--- config.mk ---
export PLATFORM = sky130hd
export DESIGN_NAME = dmem_arbiter
export DESIGN_NICKNAME = d
export VERILOG_FILES = /design/src/rtl/dmem_pkg.sv /design/src/rtl/dmem_lane_align.sv /design/src/rtl/dmem_arbiter.sv
export SDC_FILE = /design/constraint.sdc
export NUM_CORES = 1
export LEC_CHECK = 0
export CAP_MARGIN = 20
export CORE_ASPECT_RATIO = 0.8
export CORE_MARGIN = 1
export CORE_UTILIZATION = 45
export CTS_CLUSTER_DIAMETER = 50
export DETAILED_ROUTE_END_ITERATION = 8
export GPL_TIMING_DRIVEN = 0
export PLACE_DENSITY = 0.82
export SETUP_SLACK_MARGIN = 0.4
export SLEW_MARGIN = 20
export SYNTH_ARGS = -nofsm -noshare
export SYNTH_HDL_FRONTEND = slang
export SYNTH_HIERARCHICAL = 1
export SYNTH_SLANG_ARGS = --single-unit
--- constraint.sdc ---
create_clock -name clk -period 3.9 [get_ports clk]
set_input_delay 1.17 -clock clk [delete_from_list [all_inputs] [get_ports clk]]
set_output_delay 1.17 -clock clk [all_outputs]
set_load 0.1 [all_outputs]
--- src/rtl/dmem_pkg.sv ---
// Shared encodings and the latched-request record for the data-memory arbiter.
// No logic; imported by the arbiter top and the lane-alignment helper.
// Size codes match the load/store unit's encoding; 2'b11 is reserved and treated as an error.
package dmem_pkg;

   localparam logic [1:0] SZ_B = 2'b00;
   localparam logic [1:0] SZ_H = 2'b01;
   localparam logic [1:0] SZ_W = 2'b10;

   typedef enum logic {
      ST_IDLE   = 1'b0,
      ST_ACCESS = 1'b1
   } state_t;

   // Attributes captured at grant time; id = 0 for m0, 1 for m1.
   typedef struct packed {
      logic        we;
      logic [31:0] addr;
      logic [1:0]  size;
      logic        uns;
      logic [31:0] wdata;
      logic        id;
   } req_t;

endpackage

--- src/rtl/dmem_lane_align.sv ---
// Purpose: byte-enable generation, store-lane placement and load extraction/extension.
// Latency: purely combinational.
// Backpressure: none; evaluated from the latched request every ACCESS cycle.
module dmem_lane_align
   import dmem_pkg::*;
(
   input  logic [1:0]  i_size,
   input  logic [1:0]  i_a,
   input  logic        i_uns,
   input  logic [31:0] i_wdata,
   input  logic [31:0] i_mem_rdata,
   output logic [3:0]  o_be,
   output logic [31:0] o_wdata,
   output logic [31:0] o_rdata,
   output logic        o_misalign
);

   logic [4:0]  w_shamt;
   logic [31:0] w_sh;

   assign w_shamt = {i_a, 3'b000};
   assign w_sh    = i_mem_rdata >> w_shamt;

   // Decode size/offset into lanes, shifted store data and extended load data.
   always_comb begin
      o_be       = 4'b0000;
      o_wdata    = 32'h0;
      o_rdata    = 32'h0;
      o_misalign = 1'b0;
      case (i_size)
         SZ_B: begin
            o_be    = 4'b0001 << i_a;
            o_wdata = {24'h0, i_wdata[7:0]} << w_shamt;
            o_rdata = i_uns ? {24'h0, w_sh[7:0]} : {{24{w_sh[7]}}, w_sh[7:0]};
         end
         SZ_H: begin
            o_misalign = i_a[0];
            o_be       = 4'b0011 << i_a;
            o_wdata    = {16'h0, i_wdata[15:0]} << w_shamt;
            o_rdata    = i_uns ? {16'h0, w_sh[15:0]} : {{16{w_sh[15]}}, w_sh[15:0]};
         end
         SZ_W: begin
            o_misalign = |i_a;
            o_be       = 4'b1111;
            o_wdata    = i_wdata;
            o_rdata    = w_sh;
         end
         default: o_misalign = 1'b1;
      endcase
   end

endmodule

--- src/rtl/dmem_arbiter.sv ---
// Purpose: two-master arbiter/controller in front of the byte-addressed data memory.
// Latency: gnt @N, memory driven @N+1, registered response @N+2; one access per cycle.
// Backpressure: the loser of arbitration keeps its request up until its combinational gnt.
module dmem_arbiter
   import dmem_pkg::*;
#(
   parameter int unsigned MEM_BYTES = 1024,
   parameter bit          RR_EN     = 1'b1
) (
   input  logic        clk,
   input  logic        rst_n,
   input  logic        m0_req,
   input  logic        m0_we,
   input  logic [31:0] m0_addr,
   input  logic [1:0]  m0_size,
   input  logic        m0_uns,
   input  logic [31:0] m0_wdata,
   output logic        m0_gnt,
   output logic        m0_rvalid,
   input  logic        m1_req,
   input  logic        m1_we,
   input  logic [31:0] m1_addr,
   input  logic [1:0]  m1_size,
   input  logic        m1_uns,
   input  logic [31:0] m1_wdata,
   output logic        m1_gnt,
   output logic        m1_rvalid,
   output logic [31:0] resp_rdata,
   output logic        resp_err,
   output logic [31:0] mem_addr,
   output logic        mem_we,
   output logic [3:0]  mem_be,
   output logic [31:0] mem_wdata,
   input  logic [31:0] mem_rdata
);

   state_t      r_state;
   req_t        r_req;
   logic        r_last_gnt;     // 1 = m1 won the last accept
   logic        r_m0_rvalid;
   logic        r_m1_rvalid;
   logic [31:0] r_rdata;
   logic        r_err;

   logic        w_any;
   logic        w_sel_m1;
   req_t        w_new;
   logic        w_act;
   logic        w_err;
   logic        w_misalign;
   logic [3:0]  w_be;
   logic [31:0] w_wdata;
   logic [31:0] w_rdata;

   // m1 wins when alone, or on a tie when round-robin says it is m1's turn.
   assign w_any    = m0_req | m1_req;
   assign w_sel_m1 = m1_req & (~m0_req | (RR_EN & ~r_last_gnt));
   assign m0_gnt   = m0_req & ~w_sel_m1;
   assign m1_gnt   = w_sel_m1;

   assign w_new = w_sel_m1 ?
      '{we: m1_we, addr: m1_addr, size: m1_size, uns: m1_uns, wdata: m1_wdata, id: 1'b1} :
      '{we: m0_we, addr: m0_addr, size: m0_size, uns: m0_uns, wdata: m0_wdata, id: 1'b0};

   dmem_lane_align u_align (
      .i_size      (r_req.size),
      .i_a         (r_req.addr[1:0]),
      .i_uns       (r_req.uns),
      .i_wdata     (r_req.wdata),
      .i_mem_rdata (mem_rdata),
      .o_be        (w_be),
      .o_wdata     (w_wdata),
      .o_rdata     (w_rdata),
      .o_misalign  (w_misalign)
   );

   assign w_act = (r_state == ST_ACCESS);
   assign w_err = w_misalign | (r_req.addr >= 32'(MEM_BYTES));

   assign mem_addr  = w_act ? {r_req.addr[31:2], 2'b00} : 32'h0;
   assign mem_we    = w_act & r_req.we & ~w_err;
   assign mem_be    = (w_act & ~w_err) ? w_be : 4'b0000;
   assign mem_wdata = (w_act & r_req.we & ~w_err) ? w_wdata : 32'h0;

   assign m0_rvalid  = r_m0_rvalid;
   assign m1_rvalid  = r_m1_rvalid;
   assign resp_rdata = r_rdata;
   assign resp_err   = r_err;

   // Accept on any request from either state; otherwise fall back to IDLE.
   always_ff @(posedge clk or negedge rst_n) begin
      if (!rst_n) begin
         r_state    <= ST_IDLE;
         r_req      <= '0;
         r_last_gnt <= 1'b1;
      end else if (w_any) begin
         r_state    <= ST_ACCESS;
         r_req      <= w_new;
         r_last_gnt <= w_sel_m1;
      end else begin
         r_state    <= ST_IDLE;
      end
   end

   // Register the response of the access that ends at this edge.
   always_ff @(posedge clk or negedge rst_n) begin
      if (!rst_n) begin
         r_m0_rvalid <= 1'b0;
         r_m1_rvalid <= 1'b0;
         r_rdata     <= 32'h0;
         r_err       <= 1'b0;
      end else if (w_act) begin
         r_m0_rvalid <= ~r_req.id;
         r_m1_rvalid <= r_req.id;
         r_rdata     <= (r_req.we | w_err) ? 32'h0 : w_rdata;
         r_err       <= w_err;
      end else begin
         r_m0_rvalid <= 1'b0;
         r_m1_rvalid <= 1'b0;
         r_rdata     <= 32'h0;
         r_err       <= 1'b0;
      end
   end

endmodule
==> flow_summary.json, run 1 <==
{
  "die_ar_um2": 16800,
  "grt_setup_unrepaired": "true",
  "synth_sequential_area_ratio_pct": 36.3,
  "final_cell_area_um2": 12200,
  "antenna_violations_before_repair": 0,
  "period_minus_slack_ns": 3.79,
  "slew_headroom_pct": 31.4,
  "synth_area_per_inst_um2": 8.74,
  "clock_insertion_delay_worst_skew_ns": 0.36,
  "initial_core_util_pct": 46.3,
  "hp_class": "reg2reg",
  "gr-usage-all-layers_pct": 35.2,
  "clock-root-buffer": "sky130_fd_sc_hd__clkbuf_16",
  "cts.clk_slew.worst_paths_ns": 0.08,
  "worstSetupStartpointType": "flip-flop",
  "drc": 0,
  "yosysWarnings": 6,
  "critical_path.reg2reg.endpoint": "resp_rdata[3]$_DFF_PN0_",
  "post_synth_instance_area_um2": 7310,
  "synth-edff-count": 0,
  "synthArstFlopShare_pct": 100,
  "ys_seq_elements": 106,
  "core-area_um2": 15800,
  "routed_via_count": 8371,
  "ctsHtreeMaxLevel": 3,
  "path_class": "reg2out",
  "io_buffers": 275,
  "postLayoutSetupSlackWorst_ns": 0.106,
  "drt_pass1_iterations": 6,
  "critPathMaxFanout": 10,
  "routed_wirelength_mm": 29.4,
  "synth_common_cells": "134 x sky130_fd_sc_hd__nor3_1, 105 x sky130_fd_sc_hd__dfrtp_1, 100 x sky130_fd_sc_hd__nand2_1",
  "synth_largest_type_area_fraction_pct": 35.9,
  "layout-drive-gt1-share_pct": 22.0,
  "drt_iter0_markers": 903,
  "synth-main-ff-cell": "sky130_fd_sc_hd__dfrtp_1",
  "setup.worst_path.end_class": "output port",
  "intPower_mw": 2.29,
  "dieHeight_um": 116,
  "p_sw_mw": 1.55,
  "cts_sinks": 106,
  "holdCritStartpoint": "r_req[0]$_DFFE_PN0P_",
  "post-route-period-util_pct": 97.3,
  "most_instantiated_library_cell_after_synthesis": "sky130_fd_sc_hd__nor3_1",
  "hold-worst-slack_ns": 0.471,
  "grt_pass1_vias": 8262,
  "netSwitchingFraction_pct": 40.4,
  "p_leak_nw": 5.13,
  "synth_top_cells_by_area": "sky130_fd_sc_hd__dfrtp_1 36%, sky130_fd_sc_hd__mux2i_1 11%, sky130_fd_sc_hd__nor3_1 9.2%, sky130_fd_sc_hd__a211oi_1 8.4%, sky130_fd_sc_hd__nor3b_1 7.0%",
  "grt_start_max_net_pins": 58,
  "flop_to_flop_setup_slack_ns": 0.13,
  "place_hpwl_mm": 21.2,
  "finClkSkew_ns": 0.00867,
  "post_drt_via_cell_ratio": 6.03,
  "cts.path.max_buffers": 2,
  "max-cap-violations": 0,
  "finalCoreUtilization_pct": 77.0,
  "placement_setup_slack_ns": -0.950,
  "max_clock_freq_mhz": 264,
  "fin_nets": 1339,
  "ir_worst_vdd_v": 0.000239,
  "instance_count_along_the_most_critical_hold_path": 1,
  "clock_power_share_pct": 24.5,
  "p_total_mw": 3.85,
  "die_width_um": 144,
  "finalSetupViolCount": 0,
  "power_frac_comb_pct": 41.2,
  "p_seq_share_pct": 34.3,
  "overflow": 0,
  "worst_slew_pin_slew_ns": 1.03,
  "power.density_nw_per_um2": 316,
  "synthesized_netlist_cell_count": 836,
  "yosysTopAreaCell": "sky130_fd_sc_hd__dfrtp_1",
  "yosysUniqueCellTypes": 46,
  "finalMaxSlewViolations": 0,
  "io-pin-count": 278,
  "tritoncts_clock_tree": "yes",
  "required_ns": 2.73,
  "drtAntennaViolNets": 0,
  "global_placement_routability_congestion": 0.971,
  "dpl_cell_area_um2": 10800,
  "critical_path_arrival_ns": 2.62,
  "cts_hold_repair.buffers": 0,
  "r2r_startpoint": "r_req[37]$_DFFE_PN0P_",
  "global_route_wire_length_before_repair_mm": 44.5,
  "layout-area-overhead-vs-synth_pct": 66.5,
  "routedWlPerCell_um": 21.2,
  "status": "complete, no violations",
  "tritoncts.num_buffers": 9,
  "hold-path-endpoint": "m0_rvalid$_DFF_PN0_",
  "rows": 41,
  "timing.final.hold_violations": 0,
  "worstRegToRegCells": 24
}
## through the flow
step	setup TNS, ns	std cells
2_1_floorplan	0	837
3_3_place_gp	-272.43	1327
3_5_place_dp	-22.37	1329
4_1_cts	0	1386
5_1_grt	-0.00230	1387
6_report	0	1388
## power by group through the flow
stage | Sequential, mW | Combinational, mW | Clock, mW
final | 1.32 | 1.59 | 0.941
after global routing | 1.33 | 1.67 | 0.990
after CTS | 1.31 | 1.54 | 0.946
after detailed placement | 1.33 | 1.50 | 0
after global placement | 1.33 | 1.48 | 0
after floorplan | 1.30 | 1.00 | 0
## final cells by class
cell class | instances | area (um^2)
Tap cell | 215 | 269
Sequential cell | 106 | 2660
Clock inverter | 5 | 63.8
Timing Repair Buffer | 319 | 3540
Clock buffer | 11 | 233
Antenna cell | 1 | 2.50
Inverter | 3 | 11.3
Fill cell | 1107 | 3630
Multi-Input combinational cell | 632 | 4790
Buffer | 96 | 606
## kinds of logic after synthesis
kind of cell	share of synthesized area, %
AND/OR/NAND/NOR	29.2
multiplexers	11.9
flip-flops	36.3
other	0.0513
AO/OA/AOI/OAI	15.7
buffers and inverters	6.74
## worst max-delay path by stage
stage	startpoint	end	slack, ns	cells past startpoint
detailed placement	m0_req	m0_gnt	-0.95	6
finish	r_req[34]$_DFFE_PN0P_	mem_wdata[11]	0.11	8
CTS	r_req[37]$_DFFE_PN0P_	mem_we	0.14	11
global placement	rst_n	r_req[13]$_DFFE_PN0P_	-2.39	1
floorplan	r_req[36]$_DFFE_PN0P_	mem_we	0.24	9
global route	r_req[37]$_DFFE_PN0P_	resp_rdata[9]$_DFF_PN0_	-0.002	24
## critical path, stage by stage (launching register included)
cell	delay, ns
sky130_fd_sc_hd__dfrtp_1	0.41
sky130_fd_sc_hd__buf_2	0.27
sky130_fd_sc_hd__nor2b_1	0.23
sky130_fd_sc_hd__buf_2	0.24
sky130_fd_sc_hd__a22oi_1	0.12
sky130_fd_sc_hd__o31ai_1	0.33
sky130_fd_sc_hd__nand2_1	0.18
sky130_fd_sc_hd__nor3_4	0.26
sky130_fd_sc_hd__buf_12	0.20
## flip-flops by register name (all words and copies together) (netlist names)
name	count
r_state	1
r_last_gnt	1
resp_err	1
resp_rdata	32
m1_rvalid	1
r_req	69
m0_rvalid	1
## per-layer routing
layer | vias up | part of all wire, % | GRT usage, % | wire [um]
li1 | 3720 | - | - | -
met1 | 3953 | 40 | 45.6 | 11700
met2 | 598 | 45 | 55.6 | 13400
met3 | 100 | 11 | 8.88 | 3180
met4 | 0 | 3.9 | 15.8 | 1130
met5 | - | 0 | 0 | 0
## layout by cell type (no fill, tap or decap), types with 3 or more instances in the layout
| master | instances |
|---|---|
| sky130_fd_sc_hd__nor2_1 | 6 |
| sky130_fd_sc_hd__nor3_4 | 44 |
| sky130_fd_sc_hd__clkbuf_2 | 6 |
| sky130_fd_sc_hd__o22ai_1 | 8 |
| sky130_fd_sc_hd__nor3_1 | 75 |
| sky130_fd_sc_hd__buf_1 | 4 |
| sky130_fd_sc_hd__clkinvlp_4 | 3 |
| sky130_fd_sc_hd__clkbuf_1 | 49 |
| sky130_fd_sc_hd__clkbuf_4 | 3 |
| sky130_fd_sc_hd__clkdlybuf4s50_1 | 203 |
| sky130_fd_sc_hd__nor3_2 | 20 |
| sky130_fd_sc_hd__a221o_1 | 7 |
| sky130_fd_sc_hd__mux2_2 | 7 |
| sky130_fd_sc_hd__nor4_2 | 3 |
| sky130_fd_sc_hd__inv_1 | 3 |
| sky130_fd_sc_hd__buf_4 | 46 |
| sky130_fd_sc_hd__clkbuf_16 | 11 |
| sky130_fd_sc_hd__o31ai_1 | 6 |
| sky130_fd_sc_hd__dlygate4sd2_1 | 7 |
| sky130_fd_sc_hd__a22oi_1 | 15 |
| sky130_fd_sc_hd__o21ai_0 | 25 |
| sky130_fd_sc_hd__clkdlybuf4s15_2 | 20 |
| sky130_fd_sc_hd__and2_1 | 32 |
| sky130_fd_sc_hd__a211oi_1 | 82 |
| sky130_fd_sc_hd__nor3b_1 | 68 |
| sky130_fd_sc_hd__buf_12 | 43 |
| sky130_fd_sc_hd__mux2i_1 | 77 |
| sky130_fd_sc_hd__dfrtp_1 | 104 |
| sky130_fd_sc_hd__buf_6 | 11 |
| sky130_fd_sc_hd__nor2b_1 | 23 |
| sky130_fd_sc_hd__nand2_1 | 100 |
| sky130_fd_sc_hd__buf_2 | 16 |
## repair_timing
item                                    CTS  global route
resized for setup                       446            56
setup buffers                            40             1
pin swaps                                 3             1
endpoints found under the setup margin   69            94
gates cloned                              1             0
(Power assumes the default switching activity.)
==> inputs of run 2 (changes only) <==
--- a/config.mk
+++ b/config.mk
@@ -9,6 +9,7 @@
 export CORE_ASPECT_RATIO = 0.8
 export CORE_MARGIN = 1
 export CORE_UTILIZATION = 45
+export CTS_BUF_LIST = sky130_fd_sc_hd__clkbuf_8
 export CTS_CLUSTER_DIAMETER = 50
 export DETAILED_ROUTE_END_ITERATION = 8
 export GPL_TIMING_DRIVEN = 0
==> flow_summary.json, run 2 (same netlist as run 1, synthesis figures left out) <==
{
  "period_minus_slack_ns": 3.76,
  "largest_reg_flops": 69,
  "status": "complete, no violations",
  "detail_route.wirelength.met1_mm": 11.6,
  "initial_core_util_pct": 46.3,
  "max_clock_freq_mhz": 266,
  "dieHeight_um": 116,
  "routed_via_count": 8258,
  "routedWlPerCell_um": 21.1,
  "grt_start_max_net_pins": 58,
  "finClkSkew_ns": 0.0107,
  "path_common_cell": "sky130_fd_sc_hd__buf_12",
  "slew_headroom_pct": 31.6,
  "most_common_library_cell_in_the_layout_ignoring_fill_and_taps": "sky130_fd_sc_hd__clkdlybuf4s50_1",
  "io-pin-count": 278,
  "post_drt_via_cell_ratio": 5.95,
  "finalMaxSlewViolations": 0,
  "dpl_cell_area_um2": 10800,
  "crit_chain": "buf_6, clkbuf_16, clkbuf_16, nor3_4, a21oi_2, nor4_4, nand4_4, buf_12, buf_12, nor3b_4, buf_12",
  "worstSetupStartpointType": "flip-flop",
  "cts_sinks": 106,
  "final_cell_area_um2": 12100,
  "grt_setup_unrepaired": "true",
  "drt_pass1_iterations": 8,
  "largest-register": "r_req",
  "finalSetupViolCount": 0,
  "gr-usage-all-layers_pct": 35.1,
  "p_leak_nw": 5.16,
  "antenna_violations_before_repair": 0,
  "overflow": 0,
  "timing.final.hold_violations": 0,
  "clock_insertion_delay_worst_skew_ns": 0.39,
  "core-area_um2": 15800,
  "global_placement_routability_congestion": 0.971,
  "critPathMaxFanout": 8,
  "global_route_wire_length_before_repair_mm": 44.5,
  "critical_path_arrival_ns": 2.59,
  "fin_nets": 1340,
  "ir_worst_vdd_v": 0.000253,
  "met3WireLength_mm": 3.12,
  "cts.clk_slew.worst_paths_ns": 0.11,
  "layout-drive-gt1-share_pct": 22.3,
  "place_hpwl_mm": 21.2,
  "post-route-period-util_pct": 96.4,
  "cts_hold_repair.buffers": 0,
  "timing.critical_path.slowest_cell_delay_ns": 0.44,
  "rows": 41,
  "placement_setup_slack_ns": -0.950,
  "hold-worst-slack_ns": 0.477,
  "io_buffers": 275,
  "max-cap-violations": 0,
  "worst_slew_pin_slew_ns": 1.02,
  "clock-root-buffer": "sky130_fd_sc_hd__clkbuf_8",
  "drtAntennaViolNets": 0,
  "routed_wirelength_mm": 29.3,
  "postLayoutSetupSlackWorst_ns": 0.139,
  "finalCoreUtilization_pct": 76.7,
  "layout-area-overhead-vs-synth_pct": 65.8,
  "n_fill_cell": 1121,
  "required_ns": 2.73,
  "drc": 0,
  "cts.path.max_buffers": 2,
  "ctsHtreeMaxLevel": 3,
  "tritoncts_clock_tree": "yes",
  "grt_pass1_vias": 8296,
  "setup.worst_path.end_class": "output port",
  "path_class": "reg2out",
  "die_ar_um2": 16800,
  "tritoncts.num_buffers": 9,
  "crit_slowest_cell": "sky130_fd_sc_hd__dfrtp_1",
  "layout.cells.most_common_list": "203 x sky130_fd_sc_hd__clkdlybuf4s50_1, 104 x sky130_fd_sc_hd__dfrtp_1, 100 x sky130_fd_sc_hd__nand2_1",
  "die_width_um": 144,
  "power.density_nw_per_um2": 298,
  "routed.top_layer": "met4",
  "detailed_routed_wire_length_on_met2_mm": 13.5,
  "drt_iter0_markers": 794,
  "hp_class": "reg2reg"
}
[run 2: changes by cell type in the layout (fill, tap and decap cells not counted), moves of 2 or more]
cell,before,now
sky130_fd_sc_hd__inv_1,3,5
sky130_fd_sc_hd__nor3_1,75,72
sky130_fd_sc_hd__nor3_4,44,48
sky130_fd_sc_hd__clkbuf_1,49,47
sky130_fd_sc_hd__buf_2,16,14
sky130_fd_sc_hd__clkbuf_16,11,2
sky130_fd_sc_hd__clkbuf_8,1,10
[run 2: cell type report]
type | count | area (um^2) | area share, %
Multi-Input combinational cell | 632 | 4830 | 39.8
Timing Repair Buffer | 320 | 3550 | 29.3
Sequential cell | 106 | 2660 | 21.9
Buffer | 96 | 616 | 5.08
Tap cell | 215 | 269 | 2.22
Clock buffer | 9 | 124 | 1.02
Clock inverter | 7 | 71.3 | 0.588
Inverter | 3 | 11.3 | 0.0929
Antenna cell | 1 | 2.50 | 0.0206
[run 2: repair_timing]
action	in CTS	in global routing
cloned	1	0
pin swaps	3	7
gates resized for setup	450	62
buffers inserted	41	1
endpoints found under the setup margin	69	98
[run 2: final timing paths]
kind | endpoint | slack, ns | cells past startpoint | from
setup / recovery | mem_we | 0.14 | 11 | r_req[37]$_DFFE_PN0P_
hold / removal | m0_rvalid$_DFF_PN0_ | 0.48 | 1 | r_req[0]$_DFFE_PN0P_
setup reg to reg | resp_rdata[2]$_DFF_PN0_ | 0.17 | 24 | r_req[37]$_DFFE_PN0P_
hold reg to reg | m0_rvalid$_DFF_PN0_ | 0.48 | 1 | r_req[0]$_DFFE_PN0P_
max in group asynchronous | r_last_gnt$_DFFE_PN1P_ | 2.46 | 2 | rst_n
min in group asynchronous | resp_rdata[27]$_DFF_PN0_ | 0.75 | 1 | rst_n
[run 2: metrics by stage]
| stage | TNS (ns) | std cells | total power, mW |
|---|---|---|---|
| 2_1_floorplan | 0 | 837 | 2.31 |
| 3_3_place_gp | -272.43 | 1327 | 2.81 |
| 3_5_place_dp | -22.37 | 1329 | 2.83 |
| 4_1_cts | 0 | 1387 | 3.56 |
| 5_1_grt | 0 | 1388 | 3.76 |
| 6_report | 0 | 1389 | 3.61 |
[run 2: critical path: cells and delay by family (launching register included)]
family,cells,cell delay [ns]
buf+inv,6,0.97
simple gates,4,0.71
flops,1,0.44
compound gates,1,0.08
[run 2: power breakdown]
group | leakage, nW | switching [mW] | total (mW) | internal (mW)
sequential | 1.29 | 0.117 | 1.32 | 1.20
clock | 0.0960 | 0.407 | 0.704 | 0.297
combinational | 3.77 | 0.999 | 1.59 | 0.591
[run 2: routing by layer]
metal	vias to the layer above	track usage (%)
met4	0	14.9
li1	3715	-
met1	3887	45.2
met5	-	0
met2	564	55.4
met3	92	10.1
==> inputs of run 3 (changes only) <==
--- a/config.mk
+++ b/config.mk
@@ -12,7 +12,7 @@
 export CTS_BUF_LIST = sky130_fd_sc_hd__clkbuf_8
 export CTS_CLUSTER_DIAMETER = 50
 export DETAILED_ROUTE_END_ITERATION = 8
-export GPL_TIMING_DRIVEN = 0
+export GPL_TIMING_DRIVEN = 1
 export PLACE_DENSITY = 0.82
 export SETUP_SLACK_MARGIN = 0.4
 export SLEW_MARGIN = 20
==> flow_summary.json, run 3 (same netlist as run 1, synthesis figures left out) <==
{
  "status": "complete, no violations",
  "ir_worst_vdd_v": 0.000322,
  "grt_pass1_vias": 7153,
  "multi_input_area_um2": 4670,
  "critPathMaxFanout": 9,
  "grt_start_max_net_pins": 139,
  "finalMaxSlewViolations": 0,
  "ctsHtreeMaxLevel": 3,
  "io_buffers": 275,
  "drt_pass1_iterations": 7,
  "worstSetupStartpointType": "flip-flop",
  "cts.path.max_buffers": 2,
  "cts.clk_slew.worst_paths_ns": 0.11,
  "largest-register": "r_req",
  "layout-drive-gt1-share_pct": 19.0,
  "slew_headroom_pct": 33.7,
  "setup.worst_path.end_class": "output port",
  "most_common_library_cell_in_the_layout_ignoring_fill_and_taps": "sky130_fd_sc_hd__clkdlybuf4s50_1",
  "initial_core_util_pct": 46.3,
  "required_ns": 2.73,
  "drt_iter0_markers": 708,
  "timing.final.hold_violations": 0,
  "overflow": 0,
  "placement_setup_slack_ns": 0.482,
  "critical_path_arrival_ns": 2.33,
  "clock_insertion_delay_worst_skew_ns": 0.38,
  "path_class": "reg2out",
  "power.density_nw_per_um2": 307,
  "post-route-period-util_pct": 89.7,
  "die_width_um": 144,
  "layout-area-overhead-vs-synth_pct": 54.5,
  "layout.cells.most_common_list": "197 x sky130_fd_sc_hd__clkdlybuf4s50_1, 102 x sky130_fd_sc_hd__dfrtp_1, 101 x sky130_fd_sc_hd__nor3_1",
  "core-area_um2": 15800,
  "crit_slowest_cell": "sky130_fd_sc_hd__dfrtp_2",
  "hold-worst-slack_ns": 0.489,
  "routed_wirelength_mm": 26.0,
  "post_drt_via_cell_ratio": 5.94,
  "dieHeight_um": 116,
  "cts_sinks": 106,
  "postLayoutSetupSlackWorst_ns": 0.401,
  "die_ar_um2": 16800,
  "rows": 41,
  "timing.critical_path.slowest_cell_delay_ns": 0.44,
  "worst_slew_pin_slew_ns": 0.992,
  "finalSetupViolCount": 0,
  "routed_via_count": 7593,
  "max_clock_freq_mhz": 286,
  "max-cap-violations": 0,
  "antenna_violations_before_repair": 0,
  "fin_tns_setup_ns": 0,
  "global_route_wire_length_before_repair_mm": 39.1,
  "final_cell_area_um2": 11300,
  "io-pin-count": 278,
  "p_leak_nw": 4.74,
  "global_placement_routability_congestion": 0.937,
  "seq_area_um2": 2660,
  "period_minus_slack_ns": 3.50,
  "drtAntennaViolNets": 0,
  "clock-root-buffer": "sky130_fd_sc_hd__clkbuf_8",
  "antenna-diode-count": 0,
  "drc": 0,
  "dpl_cell_area_um2": 10800,
  "fin_nets": 1232,
  "n_fill_cell": 1247,
  "finClkSkew_ns": 0.0117,
  "hp_class": "reg2reg",
  "routedWlPerCell_um": 20.3,
  "largest_reg_flops": 69,
  "crit_chain": "buf_12, nor3_4, a21oi_2, nor4_4, nand4_4, buf_4, buf_16, nor3_4, buf_12",
  "place_hpwl_mm": 17.8,
  "grt_setup_unrepaired": "true",
  "tritoncts_clock_tree": "yes",
  "gr-usage-all-layers_pct": 30.5,
  "cts_hold_repair.buffers": 0,
  "tritoncts.num_buffers": 9
}
-- run 3: repair_timing --
action | CTS | global route
setup buffers | 9 | 2
gates cloned | 5 | 0
pin swaps | 1 | 2
endpoints found under the setup margin | 37 | 37
resized for setup | 14 | 16
-- run 3: area by class of cell --
class	instances	share of cell area, %
multi-input combinational	632	41.4
timing repair buffer	308	31.1
sequential	106	23.5
tap	215	2.38
clock buffer	9	1.10
clock inverter	6	0.399
inverter	3	0.122
-- run 3: final timing paths --
kind | start | end | slack [ns] | depth (start not counted)
worst max-delay path | r_req[37]$_DFFE_PN0P_ | mem_wdata[21] | 0.40 | 9
worst min-delay path | r_req[0]$_DFFE_PN0P_ | m0_rvalid$_DFF_PN0_ | 0.49 | 1
worst max register to register | r_req[36]$_DFFE_PN0P_ | resp_rdata[14]$_DFF_PN0_ | 1.57 | 7
worst min register to register | r_req[0]$_DFFE_PN0P_ | m0_rvalid$_DFF_PN0_ | 0.49 | 1
max in group asynchronous | rst_n | r_last_gnt$_DFFE_PN1P_ | 2.25 | 2
min in group asynchronous | rst_n | resp_rdata[27]$_DFF_PN0_ | 0.84 | 1
-- run 3: worst max-delay path, delay by kind of cell (launching register included) --
kind / cells / cell delay (ns)
flip-flops: 1 / 0.44
AND/OR/NAND/NOR: 4 / 0.71
AO/OA/AOI/OAI: 1 / 0.08
buffers and inverters: 4 / 0.71
-- run 3: power by group --
| group | switching, mW | internal (mW) |
|---|---|---|
| clock | 0.405 | 0.231 |
| sequential | 0.121 | 1.20 |
| combinational | 0.941 | 0.568 |
-- run 3: per-stage QoR --
step / utilization, % / power [mW] / instances
after global routing: 71.5 / 3.62 / 1279
final: 71.5 / 3.47 / 1279
after global placement: 68.2 / 2.74 / 1248
after floorplan: - / 2.31 / 837
after CTS: 70.9 / 3.43 / 1277
after detailed placement: 68.2 / 2.76 / 1248
-- run 3: per-layer routing --
layer	routed length, um	GRT usage, %	vias up
met1	10900	41.9	3617
li1	-	-	3511
met5	0	0	-
met3	2410	7.31	53
met2	12100	48.0	412
met4	579	8.21	0
